$ cat config.mk
export PLATFORM = sky130hd
export DESIGN_NAME = spi_quad_slave_top
export DESIGN_NICKNAME = d
export VERILOG_FILES = /design/src/rtl/spi_quad_slave_top.sv
export SDC_FILE = /design/constraint.sdc
export NUM_CORES = 1
export LEC_CHECK = 0
export BUFFER_PORTS_ARGS = -buffer_cell sky130_fd_sc_hd__buf_2
export CAP_MARGIN = 25
export CORE_MARGIN = 1.5
export CORE_UTILIZATION = 28
export DETAILED_ROUTE_END_ITERATION = 16
export HOLD_SLACK_MARGIN = 0.12
export MAX_ROUTING_LAYER = met4
export PLACE_DENSITY = 0.57
export SYNTH_ARGS = -nofsm -noshare
export SYNTH_HDL_FRONTEND = slang
export SYNTH_SLANG_ARGS = --single-unit
$ cat constraint.sdc
create_clock -name clk -period 10.75 [get_ports clk]
set_clock_uncertainty 0.1 [all_clocks]
set_input_delay 2.15 -clock clk [delete_from_list [all_inputs] [get_ports clk]]
set_output_delay 2.15 -clock clk [all_outputs]
set_load 0.01 [all_outputs]
$ cat src/rtl/spi_quad_slave_top.sv
// SPI loop-back core: one master and four slaves joined by an internal SCLK/MOSI/MISO bus.
// Define SPI_LSB_FIRST_EN to shift LSB first on the bus; received words keep natural bit order.
module spi_quad_slave_top #(
    parameter logic [1:0] mode     = 2'b00,
    parameter int         bits_num = 8,
    parameter int         clk_div  = 4
) (
    input  logic                clk,
    input  logic                reset,
    input  logic                tx_start,
    input  logic [1:0]          sel,
    input  logic [bits_num-1:0] master_data_in,
    input  logic [bits_num-1:0] slave1_data_in,
    input  logic [bits_num-1:0] slave2_data_in,
    input  logic [bits_num-1:0] slave3_data_in,
    input  logic [bits_num-1:0] slave4_data_in,
    output logic                tx_end,
    output logic [bits_num-1:0] master_data_out,
    output logic [bits_num-1:0] slave1_data_out,
    output logic [bits_num-1:0] slave2_data_out,
    output logic [bits_num-1:0] slave3_data_out,
    output logic [bits_num-1:0] slave4_data_out
);

    localparam logic CPOL = mode[1];
    localparam logic CPHA = mode[0];
    localparam int   EW   = $clog2(2 * bits_num + 1);
    localparam int   DW   = $clog2(clk_div);
    localparam logic [EW-1:0] LAST_EDGE = EW'(2 * bits_num);
    localparam logic [DW-1:0] DIV_TOP   = DW'(clk_div - 1);

    typedef enum logic [1:0] {
        ST_IDLE,
        ST_LOAD,
        ST_XFER,
        ST_DONE
    } state_t;

    function automatic logic out_bit(input logic [bits_num-1:0] sr);
`ifdef SPI_LSB_FIRST_EN
        return sr[0];
`else
        return sr[bits_num-1];
`endif
    endfunction

    function automatic logic [bits_num-1:0] shift_in(input logic [bits_num-1:0] sr,
                                                     input logic b);
`ifdef SPI_LSB_FIRST_EN
        return {b, sr[bits_num-1:1]};
`else
        return {sr[bits_num-2:0], b};
`endif
    endfunction

    // Master / frame control
    state_t              state_q, state_d;
    logic [1:0]          sel_q, sel_d;
    logic [DW-1:0]       div_q, div_d;
    logic [EW-1:0]       edge_q, edge_d;
    logic                sclk_q, sclk_d, sclk_prev_q;
    logic                mosi_q, mosi_d;
    logic                miso;
    logic [bits_num-1:0] m_sr_q, m_sr_d;
    logic [bits_num-1:0] mdo_q, mdo_d;
    logic [3:0]          ss_n_q, ss_n_d, ss_prev_q;
    logic                tx_end_q, tx_end_d;
    logic                frame_end;

    // Slave engines
    logic [bits_num-1:0] s_din [4];
    logic [bits_num-1:0] s_sr_q [4];
    logic [bits_num-1:0] s_sr_d [4];
    logic [bits_num-1:0] sdo_q [4];
    logic [bits_num-1:0] sdo_d [4];
    logic [3:0]          s_miso_q, s_miso_d;
    logic                s_edge, s_lead, s_sample, s_shift;

    assign s_din[0] = slave1_data_in;
    assign s_din[1] = slave2_data_in;
    assign s_din[2] = slave3_data_in;
    assign s_din[3] = slave4_data_in;

    assign frame_end = (state_q == ST_XFER) && (edge_q == LAST_EDGE);
    // Captured select drives the MISO mux so a live sel change cannot corrupt the frame
    assign miso      = s_miso_q[sel_q];

    always_comb begin
        state_d  = state_q;
        sel_d    = sel_q;
        div_d    = div_q;
        edge_d   = edge_q;
        sclk_d   = sclk_q;
        mosi_d   = mosi_q;
        m_sr_d   = m_sr_q;
        mdo_d    = mdo_q;
        ss_n_d   = ss_n_q;
        tx_end_d = 1'b0;
        case (state_q)
            ST_IDLE: begin
                if (tx_start) begin
                    state_d = ST_LOAD;
                    sel_d   = sel;
                    m_sr_d  = master_data_in;
                    ss_n_d  = ~(4'b0001 << sel);
                end
            end
            ST_LOAD: begin
                state_d = ST_XFER;
                div_d   = '0;
                edge_d  = '0;
                if (!CPHA) begin
                    mosi_d = out_bit(m_sr_q);
                end
            end
            ST_XFER: begin
                if (frame_end) begin
                    state_d  = ST_DONE;
                    ss_n_d   = 4'hF;
                    mosi_d   = 1'b0;
                    tx_end_d = 1'b1;
                    mdo_d    = m_sr_q;
                end else if (div_q == DIV_TOP) begin
                    div_d  = '0;
                    edge_d = edge_q + EW'(1);
                    sclk_d = ~sclk_q;
                    // Even edge indices are leading edges
                    if (edge_q[0] == CPHA) begin
                        m_sr_d = shift_in(m_sr_q, miso);
                    end else begin
                        mosi_d = out_bit(m_sr_q);
                    end
                end else begin
                    div_d = div_q + DW'(1);
                end
            end
            ST_DONE: begin
                state_d = ST_IDLE;
            end
            default: begin
                state_d = ST_IDLE;
            end
        endcase
    end

    // Slaves see SCLK edges one clk later, through their own edge detector
    assign s_edge   = sclk_q ^ sclk_prev_q;
    assign s_lead   = s_edge & (sclk_q ^ CPOL);
    assign s_sample = s_edge & (s_lead ^ CPHA);
    assign s_shift  = s_edge & ~s_sample;

    always_comb begin
        s_miso_d = s_miso_q;
        for (int k = 0; k < 4; k++) begin
            s_sr_d[k] = s_sr_q[k];
            sdo_d[k]  = sdo_q[k];
            if (ss_n_q[k]) begin
                s_miso_d[k] = 1'b0;
                if ((state_q == ST_IDLE) && tx_start && (sel == 2'(k))) begin
                    s_sr_d[k] = s_din[k];
                end
            end else if (ss_prev_q[k]) begin
                if (!CPHA) begin
                    s_miso_d[k] = out_bit(s_sr_q[k]);
                end
            end else if (s_sample) begin
                s_sr_d[k] = shift_in(s_sr_q[k], mosi_q);
            end else if (s_shift) begin
                s_miso_d[k] = out_bit(s_sr_q[k]);
            end
            // CPHA=1 slaves take their last bit on the frame-end cycle, so capture next state
            if (frame_end && (sel_q == 2'(k))) begin
                sdo_d[k] = s_sr_d[k];
            end
        end
    end

    always_ff @(posedge clk or posedge reset) begin
        if (reset) begin
            state_q     <= ST_IDLE;
            sel_q       <= 2'b00;
            div_q       <= '0;
            edge_q      <= '0;
            sclk_q      <= CPOL;
            sclk_prev_q <= CPOL;
            mosi_q      <= 1'b0;
            m_sr_q      <= '0;
            mdo_q       <= '0;
            ss_n_q      <= 4'hF;
            ss_prev_q   <= 4'hF;
            tx_end_q    <= 1'b0;
            s_miso_q    <= 4'h0;
            for (int k = 0; k < 4; k++) begin
                s_sr_q[k] <= '0;
                sdo_q[k]  <= '0;
            end
        end else begin
            state_q     <= state_d;
            sel_q       <= sel_d;
            div_q       <= div_d;
            edge_q      <= edge_d;
            sclk_q      <= sclk_d;
            sclk_prev_q <= sclk_q;
            mosi_q      <= mosi_d;
            m_sr_q      <= m_sr_d;
            mdo_q       <= mdo_d;
            ss_n_q      <= ss_n_d;
            ss_prev_q   <= ss_n_q;
            tx_end_q    <= tx_end_d;
            s_miso_q    <= s_miso_d;
            for (int k = 0; k < 4; k++) begin
                s_sr_q[k] <= s_sr_d[k];
                sdo_q[k]  <= sdo_d[k];
            end
        end
    end

    assign tx_end          = tx_end_q;
    assign master_data_out = mdo_q;
    assign slave1_data_out = sdo_q[0];
    assign slave2_data_out = sdo_q[1];
    assign slave3_data_out = sdo_q[2];
    assign slave4_data_out = sdo_q[3];

endmodule

==> results of run 1 <==
-- final cells by class --
cell class	instances	share of cell area [%]
antenna	1	0.0440
clock buffer	11	4.26
clock inverter	5	1.47
inverter	10	0.703
multi-input combinational	241	33.9
sequential	107	47.2
tap	220	4.84
timing repair buffer	86	7.61
-- layer usage --
metal	GRT usage (%)	vias up	routed length [um]	part of all wire [%]
li1	-	1534	-	-
met1	17.2	1602	5050	48
met2	19.6	74	4860	46
met3	4.02	14	471	4.4
met4	4.88	0	210	2.0
met5	-	-	0	0
-- critical path, cell delays in order --
cell	delay [ps]
buf_2	140
and3_1	280
a31oi_1	310
a221o_1	390
mux2_1	290
-- cells in the final DEF (no fill, tap or decap), types with 3 or more instances in the layout --
cell type	n
nor2_1	10
a31oi_1	4
o21ai_0	12
a21oi_1	10
nand2b_1	6
clkbuf_16	9
nand2_1	39
dfrtp_1	99
nand3_1	4
inv_1	7
and3_1	3
xor2_1	3
mux2_4	8
a221o_1	29
ha_1	7
o221a_2	7
dfstp_2	8
and2_1	31
buf_2	85
mux2i_1	10
a22o_1	3
mux2_2	24
-- cells by family after synthesis --
logic type	Yosys count	share of synthesized area, %
and+or+nand+nor	114	14.6
buffers and inverters	22	2.18
AOI/OAI and AO/OA	73	12.7
xor gates and xnor gates	3	0.557
DFF	107	57.0
muxes	44	11.1
adders and majority gates	7	1.86
-- worst paths after layout --
| check | endpoint | slack (ps) | depth (start not counted) |
|---|---|---|---|
| setup / recovery | slave4_data_out[3] | 7330 | 5 |
| min in group asynchronous | slave1_data_out[5] | 1700 | 2 |
| hold reg to reg | ss_prev_q[0] | 320 | 0 |
| setup reg to reg | slave2_data_out[3] | 8060 | 6 |
| hold / removal | ss_prev_q[0] | 320 | 0 |
| max in group asynchronous | s_sr_q[9] | 7540 | 3 |
-- stage by stage --
| stage | std cells | setup slack, ps | utilization, % | power [W] |
|---|---|---|---|---|
| final | 681 | 7330 | 34.4 | 0.00122 |
| after global routing | 681 | 7270 | 34.4 | 0.00130 |
| after CTS | 680 | 7360 | 34.4 | 0.00124 |
| after detailed placement | 664 | 6970 | 32.5 | 0.000864 |
| after global placement | 664 | 7000 | 32.5 | 0.000855 |
| after floorplan | 370 | 5700 | - | 0.000790 |
-- power by group --
part	total, W	switching [W]	internal [W]
clock network	0.000364	0.000152	0.000212
logic	0.000257	0.000129	0.000128
registers	0.000600	0.0000874	0.000513
-- flip-flops by register name (all words and copies together) (netlist names), 5 cells and up --
register	count
edge_q	5
m_sr_q	8
slave2_data_out	8
s_sr_q	32
slave4_data_out	8
slave3_data_out	8
slave1_data_out	8
master_data_out	8
==> key figures, run 1 <==
Run status
  • Status: finished clean

Synthesis
  • Netlist Area Pre-Place: 4720 sq um
  • Most area-hungry cell type in the Yosys netlist: dfrtp_1
  • Top post-synthesis cells by count: 99 x dfrtp_1, 39 x nand2_1, 31 x and2_1, 29 x a221o_1, 24 x mux2_2
  • Share of flip-flops with an asynchronous set or reset after synthesis: 100%
  • Mapped Avg Cell Area: 12.7 sq um
  • Synthesis Warnings: 0
  • Biggest area contributors in the synthesized netlist: dfrtp_1 53%, a221o_1 6.2%, mux2_2 5.7%
  • Number of nets in the synthesized netlist: 422
  • Gate count of the mapped netlist: 370
  • Post-synthesis cell type count: 49
  • Synthesized flop and latch total: 107
  • Number of enable-type register cells in the synthesized netlist: 0
  • Most instantiated flip-flop cell in the synthesis netlist: dfrtp_1
  • Area share of the largest cell type after synthesis: 52.5%
  • Cell with the most instances after synthesis: dfrtp_1
  • Sequential fraction of the synthesis area: 57.0%

Timing
  • TNS Setup: 0 ps
  • Max frequency: 0.293 GHz
  • Number of setup violations in the final report: 0
  • Remaining max-slew budget at the tightest pin: 37.9%
  • Hold Worst Slack: 317 ps
  • Setup repair after global routing missed its margin: false
  • Actual slew at the worst max-slew pin: 932 ps
  • Hold Fails Final Rpt: 0
  • Post-route clock period utilization: 31.8%
  • Crit path time final: 3420 ps
  • Number of pins exceeding their max-slew limit in the final report: 0

Setup path
  • Highest net fanout along the worst path: 8
  • Arrival time at the worst endpoint: 3550 ps
  • Timing startpoint of the critical path: tx_start
  • Reg2Reg Launch Point: state_q[0]
  • Element type at the critical path start: input pin
  • Type of the setup path with the least slack: input pin to flip-flop
  • Worst endpoint required time: 10890 ps
  • Endpoint type of the worst setup path: flip-flop

Place
  • Total placed instance area: 5360 sq um
  • Placer Congestion: 0.795
  • Half-perimeter wire length after placement: 7400 um
  • Number of buffers inserted by port buffering: 85

Clock network
  • Latest clock arrival within the worst-skew pair: 350 ps
  • CTS tree: yes
  • TritonCTS Sinks: 107
  • Maximum buffer depth of the clock tree: 2
  • Htree depth: 3
  • Cell at the root of the clock tree: clkbuf_16
  • Number of clock buffers inserted by TritonCTS: 9
  • Post CTS Setup Buffer Count: 0
  • Hold_buf cts: 0
  • # resized after CTS: 0
  • CTS clock-pin slew for the worst setup and hold paths: 70 ps

Hold path
  • HP Class: flip-flop to flip-flop
  • Critical hold path startpoint: ss_n_q[0]

Drt
  • Antenna Violating Nets Remaining: 0
  • Iteration-0 DRC Markers: 119
  • Per-cell routed wire length: 15.5 um
  • Post-route DRC: 0
  • Drt first pass iters: 4
  • Wire length reported by the detailed router: 10600 um
  • Total number of vias: 3224
  • Average via count per standard cell: 4.73

Finish
  • Footprint of the multi-input gates: 1930 sq um
  • Nets: 507
  • Layout cell share with drive strength beyond 1: 35.4%
  • Growth of design area from synthesis to finish: 20.7%
  • Fill cell instance count of the final layout: 1623
  • Area taken by flip-flops and latches: 2690 sq um
  • Post-layout instance area: 5690 sq um

Floorplan
  • I/O pins: 86
  • Number of rows in the core area: 47
  • Area enclosed by the die boundary: 17600 sq um
  • Die Width: 133 um
  • Effective utilization at floorplan: 28.5%
  • Floorplan core area: 16500 sq um
  • Y dimension of the die: 133 um

Power
  • Pwr dens: 215 nW/um^2
  • Leakage: 2.76 nW
  • Peak supply drop: 0.0968 mV

Global routing
  • Number of antenna violations at the first check in global routing: 1
  • GRT Resource Usage Total: 13.3%
  • Via count of the first global-routing pass: 3383
  • Maximum number of pins on one net before global-route repair: 72
  • Global-route wire length before repair: 17800 um
  • Residual overflow from global routing: 0

Job
  • Max cap viols: 0
No activity file was read; power rests on OpenSTA's default activity.
==> run 2: changes to the inputs <==
Settings changed: PLACE_DENSITY 0.57 to 0.58.
Clock period 10.75 ns to 3.05 ns, I/O delays scaled along.
==> run 2 against run 1 <==
  * Setup slack got worse by 6800 ps
  * Global-route usage fell by 0.30 points
  * Wire length rose by 1.5%
  * Critical endpoint is now slave2_data_out[4]
  * Highest routed layer unchanged
==> key figures, run 2 (same netlist as run 1, synthesis figures left out) <==
Floorplan
  • I/O pins: 86 (unchanged)
  • Effective utilization at floorplan: 28.5% (unchanged)
  • Area enclosed by the die boundary: 17600 sq um (unchanged)
  • Die Width: 133 um (unchanged)
  • Floorplan core area: 16500 sq um (unchanged)
  • Y dimension of the die: 133 um (unchanged)
  • Number of rows in the core area: 47 (unchanged)

Global routing
  • Via count of the first global-routing pass: 3371 (was 3383)
  • Number of antenna violations at the first check in global routing: 1 (unchanged)
  • Maximum number of pins on one net before global-route repair: 64 (was 72)
  • GRT Resource Usage Total: 13.0% (was 13.3%)
  • Global-route wire length before repair: 17600 um (was 17800 um)
  • Residual overflow from global routing: 0 (unchanged)

Timing
  • TNS Setup: 0 ps (unchanged)
  • Actual slew at the worst max-slew pin: 821 ps (was 932 ps)
  • Crit path time final: 2480 ps
  • Remaining max-slew budget at the tightest pin: 45.0% (was 37.9%)
  • Setup repair after global routing missed its margin: false (unchanged)
  • Post-route clock period utilization: 81.2%
  • Hold Fails Final Rpt: 0 (unchanged)
  • Max frequency: 0.404 GHz
  • Number of setup violations in the final report: 0 (unchanged)
  • Number of pins exceeding their max-slew limit in the final report: 0 (unchanged)

Clock network
  • Cell at the root of the clock tree: clkbuf_16 (unchanged)
  • Post CTS Setup Buffer Count: 0 (unchanged)
  • Htree depth: 3 (unchanged)
  • # resized after CTS: 0 (unchanged)
  • CTS clock-pin slew for the worst setup and hold paths: 70 ps (about the same)
  • Maximum buffer depth of the clock tree: 2 (unchanged)
  • CTS tree: yes (unchanged)
  • Latest clock arrival within the worst-skew pair: 340 ps (was 350 ps)
  • Hold_buf cts: 0 (unchanged)
  • Number of clock buffers inserted by TritonCTS: 9 (unchanged)
  • TritonCTS Sinks: 107 (unchanged)

Drt
  • Wire length reported by the detailed router: 10700 um (was 10600 um)
  • Drt first pass iters: 6 (was 4)
  • Iteration-0 DRC Markers: 183 (was 119)
  • Per-cell routed wire length: 15.7 um (was 15.5 um)
  • Total number of vias: 3292 (was 3224)
  • Amount of wire on met3 after detailed routing: 459 um (was 471 um)
  • Antenna Violating Nets Remaining: 0 (unchanged)
  • Routed length on met2: 5230 um (was 4860 um)
  • Average via count per standard cell: 4.82 (was 4.73)
  • Met1 WL: 4830 um (was 5050 um)
  • Top Metal Used: met4 (unchanged)
  • Post-route DRC: 0 (unchanged)

Hold path
  • HP Class: input pin to async pin (was flip-flop to flip-flop)

Finish
  • Layout cell share with drive strength beyond 1: 35.5% (was 35.4%)
  • Max FFs per register: 32 (unchanged)
  • Most common cell after layout, fill and taps aside: dfrtp_1 (unchanged)
  • Register containing the most flip-flops in the final layout: s_sr_q (unchanged)
  • Footprint of the multi-input gates: 1930 sq um (unchanged)
  • Layout Utilization: 34.5% (was 34.4%)
  • Most used cells in the layout excluding fill and tap cells: 99 x dfrtp_1, 85 x buf_2, 39 x nand2_1 (unchanged)
  • Nets: 509 (was 507)
  • Fill cell instance count of the final layout: 1659 (was 1623)
  • Growth of design area from synthesis to finish: 20.9% (was 20.7%)
  • Area taken by flip-flops and latches: 2690 sq um (unchanged)

Run status
  • Status: finished clean (unchanged)

Setup path
  • Arrival time at the worst endpoint: 2610 ps (was 3550 ps)
  • Highest net fanout along the worst path: 12 (was 8)
  • Worst endpoint required time: 3180 ps (was 10890 ps)
  • Endpoint type of the worst setup path: flip-flop (unchanged)
  • Element type at the critical path start: flip-flop (was input pin)
  • Type of the setup path with the least slack: flip-flop to flip-flop (was input pin to flip-flop)

Place
  • Half-perimeter wire length after placement: 7700 um (was 7400 um)
  • Number of buffers inserted by port buffering: 85 (unchanged)
  • Placer Congestion: 0.845 (was 0.795)

Power
  • Leakage: 2.76 nW (about the same)
  • Peak supply drop: 0.326 mV (was 0.0968 mV)
  • Pwr dens: 742 nW/um^2 (was 215 nW/um^2)

Job
  • Max cap viols: 0 (unchanged)
-- run 2: cell types whose count changed in the layout (fill, tap and decap cells not counted), sizes merged --
| cell | previous run | this run |
|---|---|---|
| bufinv | 2 | 1 |
| clkinv | 0 | 2 |
| buf | 86 | 88 |
| inv | 11 | 10 |
| clkinvlp | 2 | 1 |
| clkbuf | 11 | 12 |
-- run 2: path summary, 6_finish.rpt --
path | startpoint | endpoint | slack (ps) | cells after the start
hold / removal | reset | s_sr_q[31] | 250 | 3
hold reg to reg | ss_n_q[3] | ss_prev_q[3] | 320 | 0
setup reg to reg | edge_q[0] | slave2_data_out[4] | 570 | 7
min in group clk | ss_n_q[3] | ss_prev_q[3] | 320 | 0
setup / recovery | edge_q[0] | slave2_data_out[4] | 570 | 7
max in group asynchronous | reset | ss_n_q[1] | 2230 | 3
-- run 2: metrics by stage --
step | instance area [sq um] | std cells | total power [W] | hold slack [ps] | worst slack (ps)
after floorplan | 4720 | 370 | 0.00279 | 252 | 963
after global placement | 5400 | 666 | 0.00304 | 302 | 685
after detailed placement | 5400 | 666 | 0.00308 | 304 | 584
after CTS | 5700 | 682 | 0.00428 | 255 | 570
after global routing | 5700 | 683 | 0.00449 | 274 | 417
final | 5700 | 683 | 0.00423 | 252 | 573
-- run 2: layout make-up --
cell class / count / area share (%)
flip-flops and latches: 107 / 47.1
multi-input cells: 241 / 33.8
repair buffers: 88 / 8.29
well taps: 220 / 4.83
clock buffers: 12 / 4.32
clock inverters: 4 / 0.856
inverters: 10 / 0.724
diodes: 1 / 0.0439
-- run 2: per-layer routing --
layer  global-route usage, %  vias to the layer above
met3                    2.72                       18
met1                    16.6                     1669
met2                    20.1                       78
met4                    5.31                        0
met5                       -                        -
li1                        -                     1527
-- run 2: worst max-delay path, stage by stage, from the launching register on --
cell	delay (ps)
dfrtp_1	450
inv_1	110
ha_1	170
and4bb_4	300
nand2_2	170
inv_2	250
nand3b_1	400
mux2_2	410
-- run 2: power breakdown --
group	switching (W)	internal, W	leakage (nW)
combinational	0.000477	0.000464	1.25
sequential	0.000313	0.00181	1.37
clock	0.000507	0.000660	0.147
==> run 3: changes to the inputs <==
Settings changed: ABC_AREA set to 1, PLACE_DENSITY 0.58 to 0.56.
Clock period 3.05 ns to 2.6 ns, I/O delays scaled along.
==> run 3 against run 2 <==
  * Critical path depth is 1 higher
  * Sequential share of layout area down 5.6 points
  * First-iteration DRC count up 50%
  * Design area up 13%
  * Sequential power rose by 23%
  * Die area rose by 14%
  * Final cell count grew 47%
  * Count of clock-buffer cells in the layout decreased by 2
  * Global-route usage grew 1.6 points
  * Register-to-register slack gained 30 ps
  * Largest cell class unchanged
  * Highest routed layer unchanged
==> key figures, run 3 <==
Place
  • Placer Congestion: 0.811 (was 0.845)
  • Total placed instance area: 6120 sq um (was 5400 sq um)
  • Pre-CTS WS: 612 ps (was 584 ps)
  • Half-perimeter wire length after placement: 9450 um (was 7700 um)
  • Number of buffers inserted by port buffering: 85 (unchanged)

Floorplan
  • Effective utilization at floorplan: 28.7% (was 28.5%)
  • Area enclosed by the die boundary: 20200 sq um (was 17600 sq um)
  • Y dimension of the die: 142 um (was 133 um)
  • Number of rows in the core area: 50 (was 47)
  • Die Width: 142 um (was 133 um)
  • Floorplan core area: 18800 sq um (was 16500 sq um)
  • I/O pins: 86 (unchanged)

Synthesis
  • Most instantiated flip-flop cell in the synthesis netlist: dfrtp_1 (unchanged)
  • Post-synthesis xor/xnor area fraction: 0.324% (was 0.557%)
  • Most area-hungry cell type in the Yosys netlist: dfrtp_1 (unchanged)
  • Biggest area contributors in the synthesized netlist: dfrtp_1 46%, nand2_1 14%, nand3_1 13% (was dfrtp_1 53%, a221o_1 6.2%, mux2_2 5.7%)
  • Post-Synth Simple-Gate Area: 39.1% (was 14.6%)
  • Gate count of the mapped netlist: 650 (was 370)
  • Netlist Area Pre-Place: 5410 sq um (was 4720 sq um)
  • Synth Area in Adders: 1.62% (was 1.86%)
  • Top post-synthesis cells by count: 204 x nand2_1, 141 x nand3_1, 99 x dfrtp_1, 32 x and2_1, 26 x nand4_1 (was 99 x dfrtp_1, 39 x nand2_1, 31 x and2_1, 29 x a221o_1, 24 x mux2_2)
  • Share of synthesized area spent on multiplexers: 1.30% (was 11.1%)
  • Synthesized flop and latch total: 107 (unchanged)
  • Cell with the most instances after synthesis: nand2_1 (was dfrtp_1)
  • Largest family of logic cells by synthesized area: simple AND/OR/NAND/NOR gates (unchanged)
  • Number of nets in the synthesized netlist: 702 (was 422)
  • Mapped Avg Cell Area: 8.32 sq um (was 12.7 sq um)
  • Share of flip-flops with an asynchronous set or reset after synthesis: 100% (unchanged)
  • Sequential fraction of the synthesis area: 49.7% (was 57.0%)
  • Post-synthesis cell type count: 30 (was 49)
  • Complex-gate fraction of the synthesized area: 3.28% (was 12.7%)
  • Synthesis Warnings: 0 (unchanged)
  • Area share of the largest cell type after synthesis: 45.8% (was 52.5%)
  • Number of enable-type register cells in the synthesized netlist: 0 (unchanged)

Timing
  • Remaining max-slew budget at the tightest pin: 66.8% (was 45.0%)
  • TNS Setup: 0 ps (unchanged)
  • Crit path time final: 1990 ps (was 2480 ps)
  • Number of pins exceeding their max-slew limit in the final report: 0 (unchanged)
  • Actual slew at the worst max-slew pin: 496 ps (was 821 ps)
  • Worst setup margin: 607 ps (was 573 ps)
  • Post-route clock period utilization: 76.6% (was 81.2%)
  • Number of setup violations in the final report: 0 (unchanged)
  • Hold Fails Final Rpt: 0 (unchanged)
  • Max frequency: 0.502 GHz (was 0.404 GHz)
  • Setup repair after global routing missed its margin: false (unchanged)

Setup path
  • Worst path most repeated cell: nand2_2
  • Highest net fanout along the worst path: 28 (was 12)
  • Element type at the critical path start: flip-flop (unchanged)
  • Arrival time at the worst endpoint: 2130 ps (was 2610 ps)
  • Largest stage delay on the critical path: 400 ps (was 450 ps)
  • Worst endpoint required time: 2740 ps (was 3180 ps)
  • Slowest stage cell on the critical path: dfrtp_1 (unchanged)
  • Endpoint type of the worst setup path: flip-flop (unchanged)
  • CP Cell Sequence: inv_1 -> ha_1 -> nand2_2 -> inv_4 -> nand2_2 -> nand2_1 -> nand3_1 -> and2_1 (was inv_1 -> ha_1 -> and4bb_4 -> nand2_2 -> inv_2 -> nand3b_1 -> mux2_2)
  • Critical path buffer and inverter count: 2 (unchanged)
  • Type of the setup path with the least slack: flip-flop to flip-flop (unchanged)
  • Delay-heaviest family, CP: simple AND/OR/NAND/NOR gates (unchanged)

Clock network
  • CTS tree: yes (unchanged)
  • CTS clock-pin slew for the worst setup and hold paths: 70 ps (about the same)
  • Maximum buffer depth of the clock tree: 2 (unchanged)
  • # resized after CTS: 0 (unchanged)
  • Number of clock buffers inserted by TritonCTS: 9 (unchanged)
  • Cell at the root of the clock tree: clkbuf_16 (unchanged)
  • TritonCTS Sinks: 107 (unchanged)
  • Htree depth: 3 (unchanged)
  • Latest clock arrival within the worst-skew pair: 350 ps (was 340 ps)

Hold path
  • HP Class: flip-flop to flip-flop (was input pin to async pin)

Power
  • Peak supply drop: 0.456 mV (was 0.326 mV)
  • Leakage: 2.97 nW (was 2.76 nW)
  • Total chip power: 0.00624 W (was 0.00423 W)
  • Pwr dens: 965 nW/um^2 (was 742 nW/um^2)

Finish
  • Most common cell after layout, fill and taps aside: nand2_1 (was dfrtp_1)
  • Layout cell share with drive strength beyond 1: 20.2% (was 35.5%)
  • Max FFs per register: 32 (unchanged)
  • Nets: 788 (was 509)
  • Area taken by flip-flops and latches: 2690 sq um (unchanged)
  • Growth of design area from synthesis to finish: 19.5% (was 20.9%)
  • Fill cell instance count of the final layout: 1971 (was 1659)
  • Register containing the most flip-flops in the final layout: s_sr_q (unchanged)
  • Post-layout instance area: 6460 sq um (was 5700 sq um)
  • Most used cells in the layout excluding fill and tap cells: 204 x nand2_1, 141 x nand3_1, 99 x dfrtp_1 (was 99 x dfrtp_1, 85 x buf_2, 39 x nand2_1)
  • Footprint of the multi-input gates: 2470 sq um (was 1930 sq um)
  • Layout Utilization: 34.3% (was 34.5%)

Drt
  • Average via count per standard cell: 4.70 (was 4.82)
  • Total number of vias: 4716 (was 3292)
  • Drt first pass iters: 5 (was 6)
  • Post-route DRC: 0 (unchanged)
  • Per-cell routed wire length: 13.5 um (was 15.7 um)
  • Iteration-0 DRC Markers: 275 (was 183)
  • Antenna Violating Nets Remaining: 0 (unchanged)
  • Wire length reported by the detailed router: 13600 um (was 10700 um)

Global routing
  • Number of antenna violations at the first check in global routing: 3 (was 1)
  • Maximum number of pins on one net before global-route repair: 38 (was 64)
  • Residual overflow from global routing: 0 (unchanged)
  • Global-route wire length before repair: 22700 um (was 17600 um)
  • GRT Resource Usage Total: 14.6% (was 13.0%)
  • Via count of the first global-routing pass: 4509 (was 3371)

Run status
  • Status: finished clean (unchanged)

Job
  • Max cap viols: 0 (unchanged)
==> run 3: where the power goes <==
group | internal (W) | switching, W
Clock | 0.000859 | 0.000675
Sequential | 0.00215 | 0.000445
Combinational | 0.000798 | 0.00131
Total | 0.00381 | 0.00243
==> run 3: kinds of logic (layout without fill, tap and decap cells) <==
| family | Yosys count | after routing |
|---|---|---|
| simple gates | 444 | 444 |
| flops | 107 | 107 |
| buf+inv | 54 | 145 |
| compound gates | 29 | 29 |
| fa+ha+maj | 7 | 7 |
| mux | 7 | 7 |
| xor+xnor | 2 | 2 |
| other cells | 0 | 3 |
==> run 3: path summary, 6_finish.rpt <==
| check | start | slack, ps | to | cells after the start |
|---|---|---|---|---|
| setup / recovery | state_q[0] | 610 | s_sr_q[16] | 8 |
| hold / removal | ss_n_q[3] | 370 | ss_prev_q[3] | 0 |
| setup reg to reg | state_q[0] | 610 | s_sr_q[16] | 8 |
| hold reg to reg | ss_n_q[3] | 370 | ss_prev_q[3] | 0 |
| max in group asynchronous | reset | 1110 | slave4_data_out[3] | 4 |
| min in group asynchronous | reset | 640 | slave1_data_out[5] | 3 |
==> run 3: metal layers <==
layer	vias to the layer above	share of wire [%]	track usage, %
met5	-	0	-
met4	0	2.0	6.02
met3	17	4.6	3.16
met2	107	44	20.9
met1	2240	49	20.1
li1	2352	-	-
==> run 3: final cells by class <==
class,instances,share of cell area [%]
inverters,36,2.19
flip-flops and latches,107,41.6
clock inverters,6,1.47
repair buffers,93,7.93
diodes,3,0.116
well taps,260,5.03
clock buffers,10,3.54
multi-input cells,489,38.1
==> run 3: what timing repair did <==
| action | 4_1_cts | 5_1_grt |
|---|---|---|
| setup buffers | 0 | 0 |
| endpoints found under the hold margin | 16 | 0 |
| hold buffers | 1 | 0 |
==> run 3: through the flow <==
stage          cells  hold WS, ps
2_1_floorplan    650          260
3_3_place_gp     984          358
3_5_place_dp     984          361
4_1_cts         1001          360
5_1_grt         1004          374
6_report        1004          368
